===== src/rtl/carry_serial_addsub.sv =====
// Bit-serial adder/subtractor: one carry-cell step per clock, LSB first.
// Valid/ready on both sides; the result is held in DONE until taken.
module carry_serial_addsub #(
  parameter int WIDTH = 8
) (
  input  logic             CLK,
  input  logic             RST_N,
  input  logic             IN_VALID,
  output logic             IN_READY,
  input  logic [WIDTH-1:0] A,
  input  logic [WIDTH-1:0] B,
  input  logic             SUB,
  input  logic             CI_INIT,
  output logic             OUT_VALID,
  input  logic             OUT_READY,
  output logic [WIDTH-1:0] O,
  output logic             CO,
  output logic             OVF
);

  localparam int IW = (WIDTH > 1) ? $clog2(WIDTH) : 1;
  localparam logic [IW-1:0] LAST = IW'(WIDTH - 1);

  typedef enum logic [1:0] {
    IDLE,
    RUN,
    DONE
  } state_t;

  state_t           state;
  logic [WIDTH-1:0] op_a;
  logic [WIDTH-1:0] op_b;
  logic [WIDTH-1:0] o_q;
  logic             c;
  logic             cmsb;
  logic [IW-1:0]    idx;
  logic             s;

  assign s = op_a[idx] ^ op_b[idx];

  always_ff @(posedge CLK or negedge RST_N) begin
    if (!RST_N) begin
      state <= IDLE;
      op_a  <= '0;
      op_b  <= '0;
      o_q   <= '0;
      c     <= 1'b0;
      cmsb  <= 1'b0;
      idx   <= '0;
    end else begin
      unique case (state)
        IDLE: begin
          if (IN_VALID) begin
            op_a  <= A;
            op_b  <= SUB ? ~B : B;
            c     <= CI_INIT | SUB;
            idx   <= '0;
            state <= RUN;
          end
        end
        RUN: begin
          o_q[idx] <= c ^ s;
          // propagate when bits differ, else generate/kill from op_a
          c <= s ? c : op_a[idx];
          if (idx == LAST) begin
            cmsb  <= c;
            state <= DONE;
          end else begin
            idx <= idx + 1'b1;
          end
        end
        DONE: begin
          if (OUT_READY) state <= IDLE;
        end
        default: state <= IDLE;
      endcase
    end
  end

  assign IN_READY  = (state == IDLE);
  assign OUT_VALID = (state == DONE);
  assign O         = o_q;
  assign CO        = c;
  assign OVF       = c ^ cmsb;

endmodule


===== config.mk =====
export PLATFORM = sky130hd
export DESIGN_NAME = carry_serial_addsub
export DESIGN_NICKNAME = d
export VERILOG_FILES = /design/src/rtl/carry_serial_addsub.sv
export SDC_FILE = /design/constraint.sdc
export NUM_CORES = 1
export LEC_CHECK = 0
export ABC_AREA = 1
export BUFFER_PORTS_ARGS = -buffer_cell sky130_fd_sc_hd__buf_2
export CAP_MARGIN = 15
export CORE_AREA = 2 2 57 59
export DETAILED_ROUTE_END_ITERATION = 12
export DIE_AREA = 0 0 59 61
export GPL_TIMING_DRIVEN = 0
export PLACE_DENSITY = 0.81
export SLEW_MARGIN = 20
export SYNTH_ARGS = -nofsm -noshare
export SYNTH_HDL_FRONTEND = slang
export SYNTH_SLANG_ARGS = --single-unit

===== constraint.sdc =====
create_clock -name CLK -period 3.25 [get_ports CLK]
set_input_delay 0.1625 -clock CLK [delete_from_list [all_inputs] [get_ports CLK]]
set_output_delay 0.1625 -clock CLK [all_outputs]
set_load 0.02 [all_outputs]

==> results of run 1 <==
## power by group through the flow
stage | combinational (mW) | sequential (mW) | clock (mW)
floorplan | 0.761 | 0.710 | 0
global placement | 1.03 | 0.656 | 0
detailed placement | 1.06 | 0.663 | 0
CTS | 1.07 | 0.656 | 0.319
global route | 1.21 | 0.672 | 0.338
finish | 1.06 | 0.652 | 0.316
## kinds of logic (layout without fill, tap and decap cells)
logic type	count (synthesis)	after routing
AOI/OAI and AO/OA	32	32
xor gates and xnor gates	9	9
adders and majority gates	2	2
buffers and inverters	39	81
DFF	31	31
and+or+nand+nor	97	97
## layout make-up
cell class | instances | area [um^2] | share of cell area
plain buffers | 5 | 31.3 | 0.0159
clock buffers | 6 | 51.3 | 0.0261
clock inverters | 2 | 35.0 | 0.0178
inverters | 34 | 133 | 0.0675
multi-input cells | 140 | 717 | 0.365
flip-flops and latches | 31 | 776 | 0.395
well taps | 33 | 41.3 | 0.0210
repair buffers | 34 | 180 | 0.0917
## routing by layer
| layer | vias to the layer above | GRT usage | part of all wire |
|---|---|---|---|
| li1 | 735 | - | - |
| met1 | 620 | 0.249 | 0.46 |
| met2 | 34 | 0.330 | 0.46 |
| met3 | 6 | 0.0576 | 0.058 |
| met4 | 0 | 0.0877 | 0.021 |
| met5 | - | 0 | 0 |
## worst max-delay path: cells and delay by family (launching register included)
kind / cells / cell delay, ns
DFF: 1 / 0.45
and+or+nand+nor: 8 / 0.92
buffers and inverters: 1 / 0.09
## path summary, 6_finish.rpt
check,from,end,slack (ns),depth (start not counted)
max reg2reg,idx[1]$_DFFE_PN0P_,O[6]$_DFFE_PN0P_,1.66,9
max in group asynchronous,RST_N,O[6]$_DFFE_PN0P_,2.42,2
min in group asynchronous,RST_N,state[0]$_DFFE_PN0P_,0.38,2
min reg2reg,op_b[4]$_DFFE_PN0P_,op_b[4]$_DFFE_PN0P_,0.49,2
max,idx[1]$_DFFE_PN0P_,O[6]$_DFFE_PN0P_,1.66,9
min,A[7],op_a[7]$_DFFE_PN0P_,0.03,3
## sequential cells by signal (all words and copies together), names as in the netlist
name	count
op_a	8
idx	3
O	8
op_b	8
state	2
cmsb	1
CO	1
## what timing repair did
action | in CTS | in global routing
hold buffers | 2 | 0
setup endpoints to repair | 0 | 0
resized for setup | 0 | 0
hold endpoints to repair | 32 | 0
## layout by cell type, fill, tap and decap left out, types with 3 or more instances in the layout
master	netlist	final
nand2_1	53	53
buf_2	3	35
dfrtp_1	31	31
o21ai_0	30	30
inv_1	28	28
nand3_1	18	18
nor2_1	13	13
xnor2_1	8	8
inv_2	5	5
clkbuf_4	0	5
nor2_2	4	4
nand2_2	3	3
nand2_4	3	3
==> flow_summary.json, run 1 <==
{
  "drc_errors": 0,
  "dp_hpwl_um": 2300,
  "period_minus_slack_ns": 1.59,
  "hold_path.class": "in2reg",
  "row_count": 20,
  "synthAdderAreaFrac": 0.0151,
  "dieWidth_um": 59,
  "p_leak_nw": 1.06,
  "p_total_mw": 2.03,
  "synth-main-ff-cell": "dfrtp_1",
  "clk_latency_ns": 0.35,
  "finClkSkew_ns": 0.0190,
  "synth_top_family_by_area": "simple AND/OR/NAND/NOR gates",
  "synth-xor-area-share": 0.0476,
  "synth.most_common_cell": "nand2_1",
  "yosys_warnings": 0,
  "fin_cells": 285,
  "portBuffers": 32,
  "path_class": "reg2reg",
  "synth.largest_area_cell": "dfrtp_1",
  "synthMuxAreaShare": 0,
  "cts_buffers": 5,
  "synth_compound_area_frac": 0.100,
  "postLayoutCellArea_um2": 1960,
  "area_growth_pct": 18.6,
  "grt_max_degree": 32,
  "cp-start-kind": "flop",
  "seq_area_frac_synth": 0.468,
  "synthTopCellsByCount": "nand2_1, dfrtp_1, o21ai_0",
  "vias_per_cell": 4.89,
  "tightest_slew_ns": 0.670,
  "path_cells": "inv_1, nor2_2, nand3_1, nand2_1, nor2_2, nand2_4, nand3_2, nand3_1, nand2_1",
  "synth_area_um2": 1660,
  "gr-total-overflow": 0,
  "pwr-share-clk": 0.155,
  "antenna_left": 0,
  "nFillCells": 281,
  "hold_slack_ns": 0.0292,
  "grt_pass1_vias": 1263,
  "syn_inst": 210,
  "antenna_cells": 0,
  "drtIter0Drc": 42,
  "cts_tree": "yes",
  "path_clk_slew_ns": 0.11,
  "synth_area_leaders": "dfrtp_1, nand2_1, o21ai_0, inv_1, nand3_1",
  "fp.dieH_um": 61,
  "design.core.area_um2": 2950,
  "dr.pass1.iters": 4,
  "dpl.cell_count": 275,
  "setup_ws_ns": 1.66,
  "synth_top_area_frac": 0.468,
  "max_stage_delay_ns": 0.45,
  "max_freq_mhz": 631,
  "wl_per_cell_um": 11.1,
  "cts_setup_buffers": 0,
  "drv_cap": 0,
  "synth-simple-area-share": 0.270,
  "hold_viol_final": 0,
  "synth-seq-cells": 31,
  "die_area_um2": 3600,
  "ys_types": 21,
  "drive_above_1_share": 0.258,
  "post-place-ws_ns": 1.70,
  "fin_tns_setup_ns": 0,
  "relSlewSlack": 0.553,
  "slew_violations": 0,
  "track_usage": 0.201,
  "p_per_area_nw_per_um2": 1030,
  "synth_edf_count": 0,
  "intPower_mw": 1.10,
  "p_comb_frac": 0.524,
  "irDropWorstVdd_mv": 0.456,
  "syn_avg_cell_area_um2": 7.89,
  "p_sw_frac": 0.457,
  "placed_area_um2": 1860,
  "arrival_ns": 1.81,
  "critPathCaptureType": "flop",
  "cp.required_ns": 3.47,
  "worstPathMaxFanout": 8,
  "setup_viol": 0,
  "ios": 34,
  "root_buffer": "clkbuf_4",
  "cts_max_path_buffers": 2,
  "synth_nets": 234,
  "final.period_utilization": 0.488,
  "switching_power_mw": 0.928,
  "grt_pass1_wl_um": 5260,
  "layout.nets": 275,
  "h-tree-depth": 2,
  "async_flop_share": 1.00,
  "initial_utilization": 0.561,
  "seqPwrFrac": 0.321,
  "place.gp.congestion": 0.793,
  "slowest_stage": "dfrtp_1",
  "clock-sinks": 31,
  "wl_um": 3160,
  "rsz0062_at_grt": "false",
  "antenna_found_initial": 0,
  "final_core_util": 0.665,
  "dr_total_vias": 1395,
  "outcome": "finished clean"
}
Power figures use the tool's default switching activity.
==> run 2, diff against run 1 <==
--- a/config.mk
+++ b/config.mk
@@ -8,11 +8,11 @@
 export ABC_AREA = 1
 export BUFFER_PORTS_ARGS = -buffer_cell sky130_fd_sc_hd__buf_2
 export CAP_MARGIN = 15
-export CORE_AREA = 2 2 57 59
+export CORE_AREA = 2 2 59 61
 export DETAILED_ROUTE_END_ITERATION = 12
-export DIE_AREA = 0 0 59 61
+export DIE_AREA = 0 0 61 63
 export GPL_TIMING_DRIVEN = 0
-export PLACE_DENSITY = 0.81
+export PLACE_DENSITY = 0.76
 export SLEW_MARGIN = 20
 export SYNTH_ARGS = -nofsm -noshare
 export SYNTH_HDL_FRONTEND = slang
==> constraint.sdc (replaced) <==
create_clock -name CLK -period 1.5 [get_ports CLK]
set_input_delay 0.075 -clock CLK [delete_from_list [all_inputs] [get_ports CLK]]
set_output_delay 0.075 -clock CLK [all_outputs]
set_load 0.02 [all_outputs]
==> run 2 against run 1 <==
Against the previous run:
- largest power group unchanged
- final area up 11%
- clock skew is 0.0096 ns lower
- clock-buffer cell count unchanged
- the run now ends with setup timing left
- combinational power increased to 2.6 times the previous value
- sequential share of layout area is 3.9 points lower
- non-clock buffer count up 12
- cell count increased by 8.4%
- global-route usage down 0.24 points
- critical path depth grew 2
==> flow_summary.json, run 2 (synthesis results as in run 1) <==
{
  "outcome": "finished with violations",
  "violations": "setup timing",
  "fin_tns_setup_ns": -0.00557,
  "place.gp.congestion": 0.807,
  "post-place-ws_ns": -0.0784,
  "cts_tree": "yes",
  "drive_above_1_share": 0.331,
  "p_per_area_nw_per_um2": 2160,
  "root_buffer": "clkbuf_4",
  "grt_pass1_wl_um": 5650,
  "arrival_ns": 1.74,
  "design.core.area_um2": 3230,
  "layout.nets": 287,
  "row_count": 21,
  "grt_use_met3": 0.0663,
  "layout_common_cells": "nand2_1, buf_2, o21ai_0, dfrtp_1, inv_1",
  "relSlewSlack": 0.551,
  "drtIter0Drc": 53,
  "ios": 34,
  "path_cells": "buf_6, inv_8, nand2_1, nand3_2, nand2_2, inv_2, nand2_2, nand2_4, nand3_4, nand3_1, nand2_1",
  "hold_path.class": "in2reg",
  "final_common_cell": "nand2_1",
  "cp.required_ns": 1.73,
  "clock-sinks": 31,
  "clk_latency_ns": 0.34,
  "max_freq_mhz": 665,
  "drc_errors": 0,
  "worstPathMaxFanout": 10,
  "fin_cells": 309,
  "final.period_utilization": 1.00,
  "slew_violations": 0,
  "fp.dieH_um": 63,
  "nFillCells": 264,
  "tightest_slew_ns": 0.674,
  "dr_total_vias": 1440,
  "grt_max_degree": 32,
  "hold_slack_ns": 0.00753,
  "dp_hpwl_um": 2320,
  "track_usage": 0.199,
  "setup_viol": 2,
  "met2_usage": 0.320,
  "use_met1": 0.243,
  "finClkSkew_ns": 0.00938,
  "dr.pass1.iters": 4,
  "cts_max_path_buffers": 2,
  "path_class": "reg2reg",
  "vias_per_cell": 4.66,
  "antenna_cells": 0,
  "cts_buffers": 5,
  "cp-start-kind": "flop",
  "p_total_mw": 4.73,
  "cpLargestDelayFamily": "simple AND/OR/NAND/NOR gates",
  "h-tree-depth": 2,
  "p_leak_nw": 1.12,
  "critPathCaptureType": "flop",
  "antenna_left": 0,
  "wl_per_cell_um": 11.3,
  "grt_pass1_vias": 1342,
  "die_area_um2": 3840,
  "dieWidth_um": 61,
  "top_usage_layer": "met2",
  "setup_ws_ns": -0.00371,
  "initial_utilization": 0.513,
  "irDropWorstVdd_mv": 0.965,
  "path_buf_inv": 3,
  "hold_viol_final": 0,
  "path_clk_slew_ns": 0.09,
  "antenna_found_initial": 0,
  "dpl.cell_count": 288,
  "drv_cap": 0,
  "wl_um": 3490,
  "portBuffers": 32,
  "period_minus_slack_ns": 1.50,
  "rsz0062_at_grt": "true",
  "slowest_stage": "dfrtp_1",
  "gr-total-overflow": 0,
  "area_growth_pct": 32.2,
  "max_stage_delay_ns": 0.42
}
==> run 2: cell types whose count changed in the layout (fill, tap and decap cells not counted), moves of 3 or more <==
cell           previous run  this run
dlygate4sd3_1             2        11
nand2_1                  53        48
nand2_2                   3         6
nand3_1                  18         8
nand3_2                   2        11
nor2_2                    4         0
nor2_4                    1         6
==> run 2: stage by stage <==
stage	util	instance area, um^2
6_report	0.678	2190
5_1_grt	0.678	2190
4_1_cts	0.639	2060
3_5_place_dp	0.580	1870
3_3_place_gp	0.580	1870
2_1_floorplan	-	1660
==> run 2: cell type report <==
| class | count | area (um^2) | area share |
|---|---|---|---|
| well taps | 46 | 57.6 | 0.0263 |
| clock inverters | 1 | 5.00 | 0.00229 |
| plain buffers | 5 | 31.3 | 0.0143 |
| multi-input cells | 140 | 841 | 0.384 |
| inverters | 34 | 135 | 0.0617 |
| clock buffers | 6 | 51.3 | 0.0234 |
| repair buffers | 46 | 290 | 0.133 |
| flip-flops and latches | 31 | 778 | 0.355 |
==> run 2: where the power goes <==
group | switching [mW] | internal, mW | leakage, nW | total (mW)
combinational | 1.81 | 0.977 | 0.700 | 2.78
sequential | 0.236 | 1.22 | 0.383 | 1.46
clock | 0.274 | 0.216 | 0.0341 | 0.490
total | 2.32 | 2.41 | 1.12 | 4.73
==> run 2: metal layers <==
metal  vias to the layer above  routed length, um
li1                        759                  -
met2                        23               1680
met1                       653               1640
met4                         0                 55
met5                         -                  0
met3                         5                119
==> run 2: path summary, 6_finish.rpt <==
check,start,endpoint,slack (ns),depth (start not counted)
worst max-delay path,idx[0]$_DFFE_PN0P_,O[0]$_DFFE_PN0P_,-0.004,11
worst min-delay path,B[3],op_b[3]$_DFFE_PN0P_,0.008,3
worst max register to register,idx[0]$_DFFE_PN0P_,O[0]$_DFFE_PN0P_,-0.004,11
worst min register to register,op_b[6]$_DFFE_PN0P_,op_b[6]$_DFFE_PN0P_,0.49,2
max in group asynchronous,RST_N,idx[1]$_DFFE_PN0P_,0.72,2
min in group asynchronous,RST_N,op_b[1]$_DFFE_PN0P_,0.30,2
==> run 2: what timing repair did <==
item                                    in CTS  in global routing
pin swaps                                    2                 13
setup buffers                                1                  1
endpoints found under the setup margin       8                 11
cloned                                       0                  1
endpoints found under the hold margin       40                  1
gates resized for setup                      7                 24
hold buffers                                10                  1
==> run 2: tightest hold or removal path, cell delays in order <==
cell and delay, ns:
buf_2 0.08, xnor2_1 0.09, o21ai_0 0.06
==> run 3, diff against run 2 <==
--- a/config.mk
+++ b/config.mk
@@ -9,6 +9,7 @@
 export BUFFER_PORTS_ARGS = -buffer_cell sky130_fd_sc_hd__buf_2
 export CAP_MARGIN = 15
 export CORE_AREA = 2 2 59 61
+export CTS_CLUSTER_DIAMETER = 40
 export DETAILED_ROUTE_END_ITERATION = 12
 export DIE_AREA = 0 0 61 63
 export GPL_TIMING_DRIVEN = 0
@@ -17,3 +18,4 @@
 export SYNTH_ARGS = -nofsm -noshare
 export SYNTH_HDL_FRONTEND = slang
 export SYNTH_SLANG_ARGS = --single-unit
+export TNS_END_PERCENT = 1
==> run 3 against run 2 <==
Against the previous run:
- the flow still finishes with violations (setup timing)
- clock-buffer cell count unchanged
- hold slack better by 0.0026 ns
- fmax fell by 0.25%
- global-route usage unchanged
- final area is the same
- largest power group unchanged
- highest routed layer unchanged
==> flow_summary.json, run 3 (synthesis results as in run 1) <==
{
  "outcome": "finished with violations",
  "violations": "setup timing",
  "track_usage": 0.199,
  "pwr-share-clk": 0.103,
  "period_minus_slack_ns": 1.51,
  "drv_cap": 0,
  "place.gp.congestion": 0.807,
  "setup_ws_ns": -0.00743,
  "p_comb_frac": 0.588,
  "dpl.cell_count": 288,
  "portBuffers": 32,
  "worstPathMaxFanout": 10,
  "p_leak_nw": 1.12,
  "die_area_um2": 3840,
  "cp-start-kind": "flop",
  "slew_violations": 0,
  "layout.nets": 287,
  "cts_tree": "yes",
  "path_class": "reg2reg",
  "final_common_cell": "nand2_1",
  "grt_pass1_vias": 1342,
  "antenna_found_initial": 0,
  "grt_max_degree": 32,
  "post-place-ws_ns": -0.0784,
  "design.core.area_um2": 3230,
  "switching_power_mw": 2.32,
  "dp_hpwl_um": 2320,
  "final_core_util": 0.678,
  "p_total_mw": 4.73,
  "p_sw_frac": 0.490,
  "wl_per_cell_um": 11.3,
  "antenna_left": 0,
  "hold_path.class": "in2reg",
  "critPathCaptureType": "flop",
  "fin_cells": 309,
  "final.period_utilization": 1.00,
  "drtIter0Drc": 40,
  "ios": 34,
  "gr-total-overflow": 0,
  "seqPwrFrac": 0.308,
  "max_freq_mhz": 663,
  "path_clk_slew_ns": 0.09,
  "dieWidth_um": 61,
  "irDropWorstVdd_mv": 0.966,
  "initial_utilization": 0.513,
  "grt_pass1_wl_um": 5650,
  "drc_errors": 0,
  "p_per_area_nw_per_um2": 2160,
  "setup_viol": 2,
  "intPower_mw": 2.41,
  "drive_above_1_share": 0.331,
  "wl_um": 3490,
  "arrival_ns": 1.74,
  "cts_buffers": 5,
  "fp.dieH_um": 63,
  "area_growth_pct": 32.2,
  "vias_per_cell": 4.69,
  "rsz0062_at_grt": "true",
  "cp.required_ns": 1.73,
  "hold_slack_ns": 0.0101,
  "h-tree-depth": 2,
  "dr_total_vias": 1450,
  "hold_viol_final": 0,
  "cts_max_path_buffers": 2,
  "layout_common_cells": "nand2_1, buf_2, o21ai_0, dfrtp_1, inv_1",
  "antenna_cells": 0,
  "tightest_slew_ns": 0.672,
  "finClkSkew_ns": 0.00953,
  "relSlewSlack": 0.552,
  "dr.pass1.iters": 4,
  "root_buffer": "clkbuf_4",
  "clk_latency_ns": 0.34,
  "row_count": 21,
  "clock-sinks": 31
}
run 3: cell counts in the layout (fill, tap and decap cells not counted):
No cell type changed its count.
run 3: area by class of cell:
type,count,area [um^2]
fill,264,1040
multi-input combinational,140,841
sequential,31,778
timing repair buffer,46,290
inverter,34,135
tap,46,57.6
clock buffer,6,51.3
buffer,5,31.3
clock inverter,1,5.00
run 3: metrics by stage:
stage               cell area (um^2)  setup TNS (ns)
floorplan                       1660               0
global placement                1870          -0.544
detailed placement              1870          -0.570
CTS                             2060               0
global route                    2190          -0.808
finish                          2190        -0.00920
run 3: final timing paths:
path                                      from                   to  cells past startpoint  slack (ns)
setup / recovery            idx[0]$_DFFE_PN0P_     O[0]$_DFFE_PN0P_                     11      -0.007
min in group asynchronous                RST_N  op_b[1]$_DFFE_PN0P_                      2        0.30
max in group asynchronous                RST_N   idx[1]$_DFFE_PN0P_                      2        0.72
setup reg to reg            idx[0]$_DFFE_PN0P_     O[0]$_DFFE_PN0P_                     11      -0.007
hold reg to reg            op_b[6]$_DFFE_PN0P_  op_b[6]$_DFFE_PN0P_                      2        0.49
hold / removal                            B[3]  op_b[3]$_DFFE_PN0P_                      3        0.01
run 3: worst max-delay path: stages, from the launching register on:
cell	delay, ns
dfrtp_1	0.42
buf_6	0.15
inv_8	0.07
nand2_1	0.06
nand3_2	0.08
nand2_2	0.08
inv_2	0.06
nand2_2	0.06
nand2_4	0.09
nand3_4	0.15
nand3_1	0.13
nand2_1	0.05
run 3: power groups by stage:
stage          combinational [mW]  sequential (mW)  clock [mW]
2_1_floorplan                1.65             1.54           0
3_3_place_gp                 2.26             1.42           0
3_5_place_dp                 2.31             1.43           0
4_1_cts                      2.44             1.42       0.497
5_1_grt                      3.10             1.50       0.556
6_report                     2.78             1.46       0.489
run 3: routing by layer:
metal | up-vias | global-route usage | wire [um]
met3 | 5 | 0.0663 | 133
met2 | 25 | 0.320 | 1660
met1 | 661 | 0.243 | 1650
met4 | 0 | 0.0707 | 55
met5 | - | 0 | 0
li1 | 759 | - | -
run 3: timing repair:
| action | 4_1_cts | 5_1_grt |
|---|---|---|
| endpoints found under the setup margin | 8 | 11 |
| hold endpoints to repair | 40 | 1 |
| gates cloned | 0 | 1 |
| resized for setup | 7 | 24 |
| setup buffers | 1 | 1 |
| hold buffers | 10 | 1 |
| pin swaps | 2 | 13 |
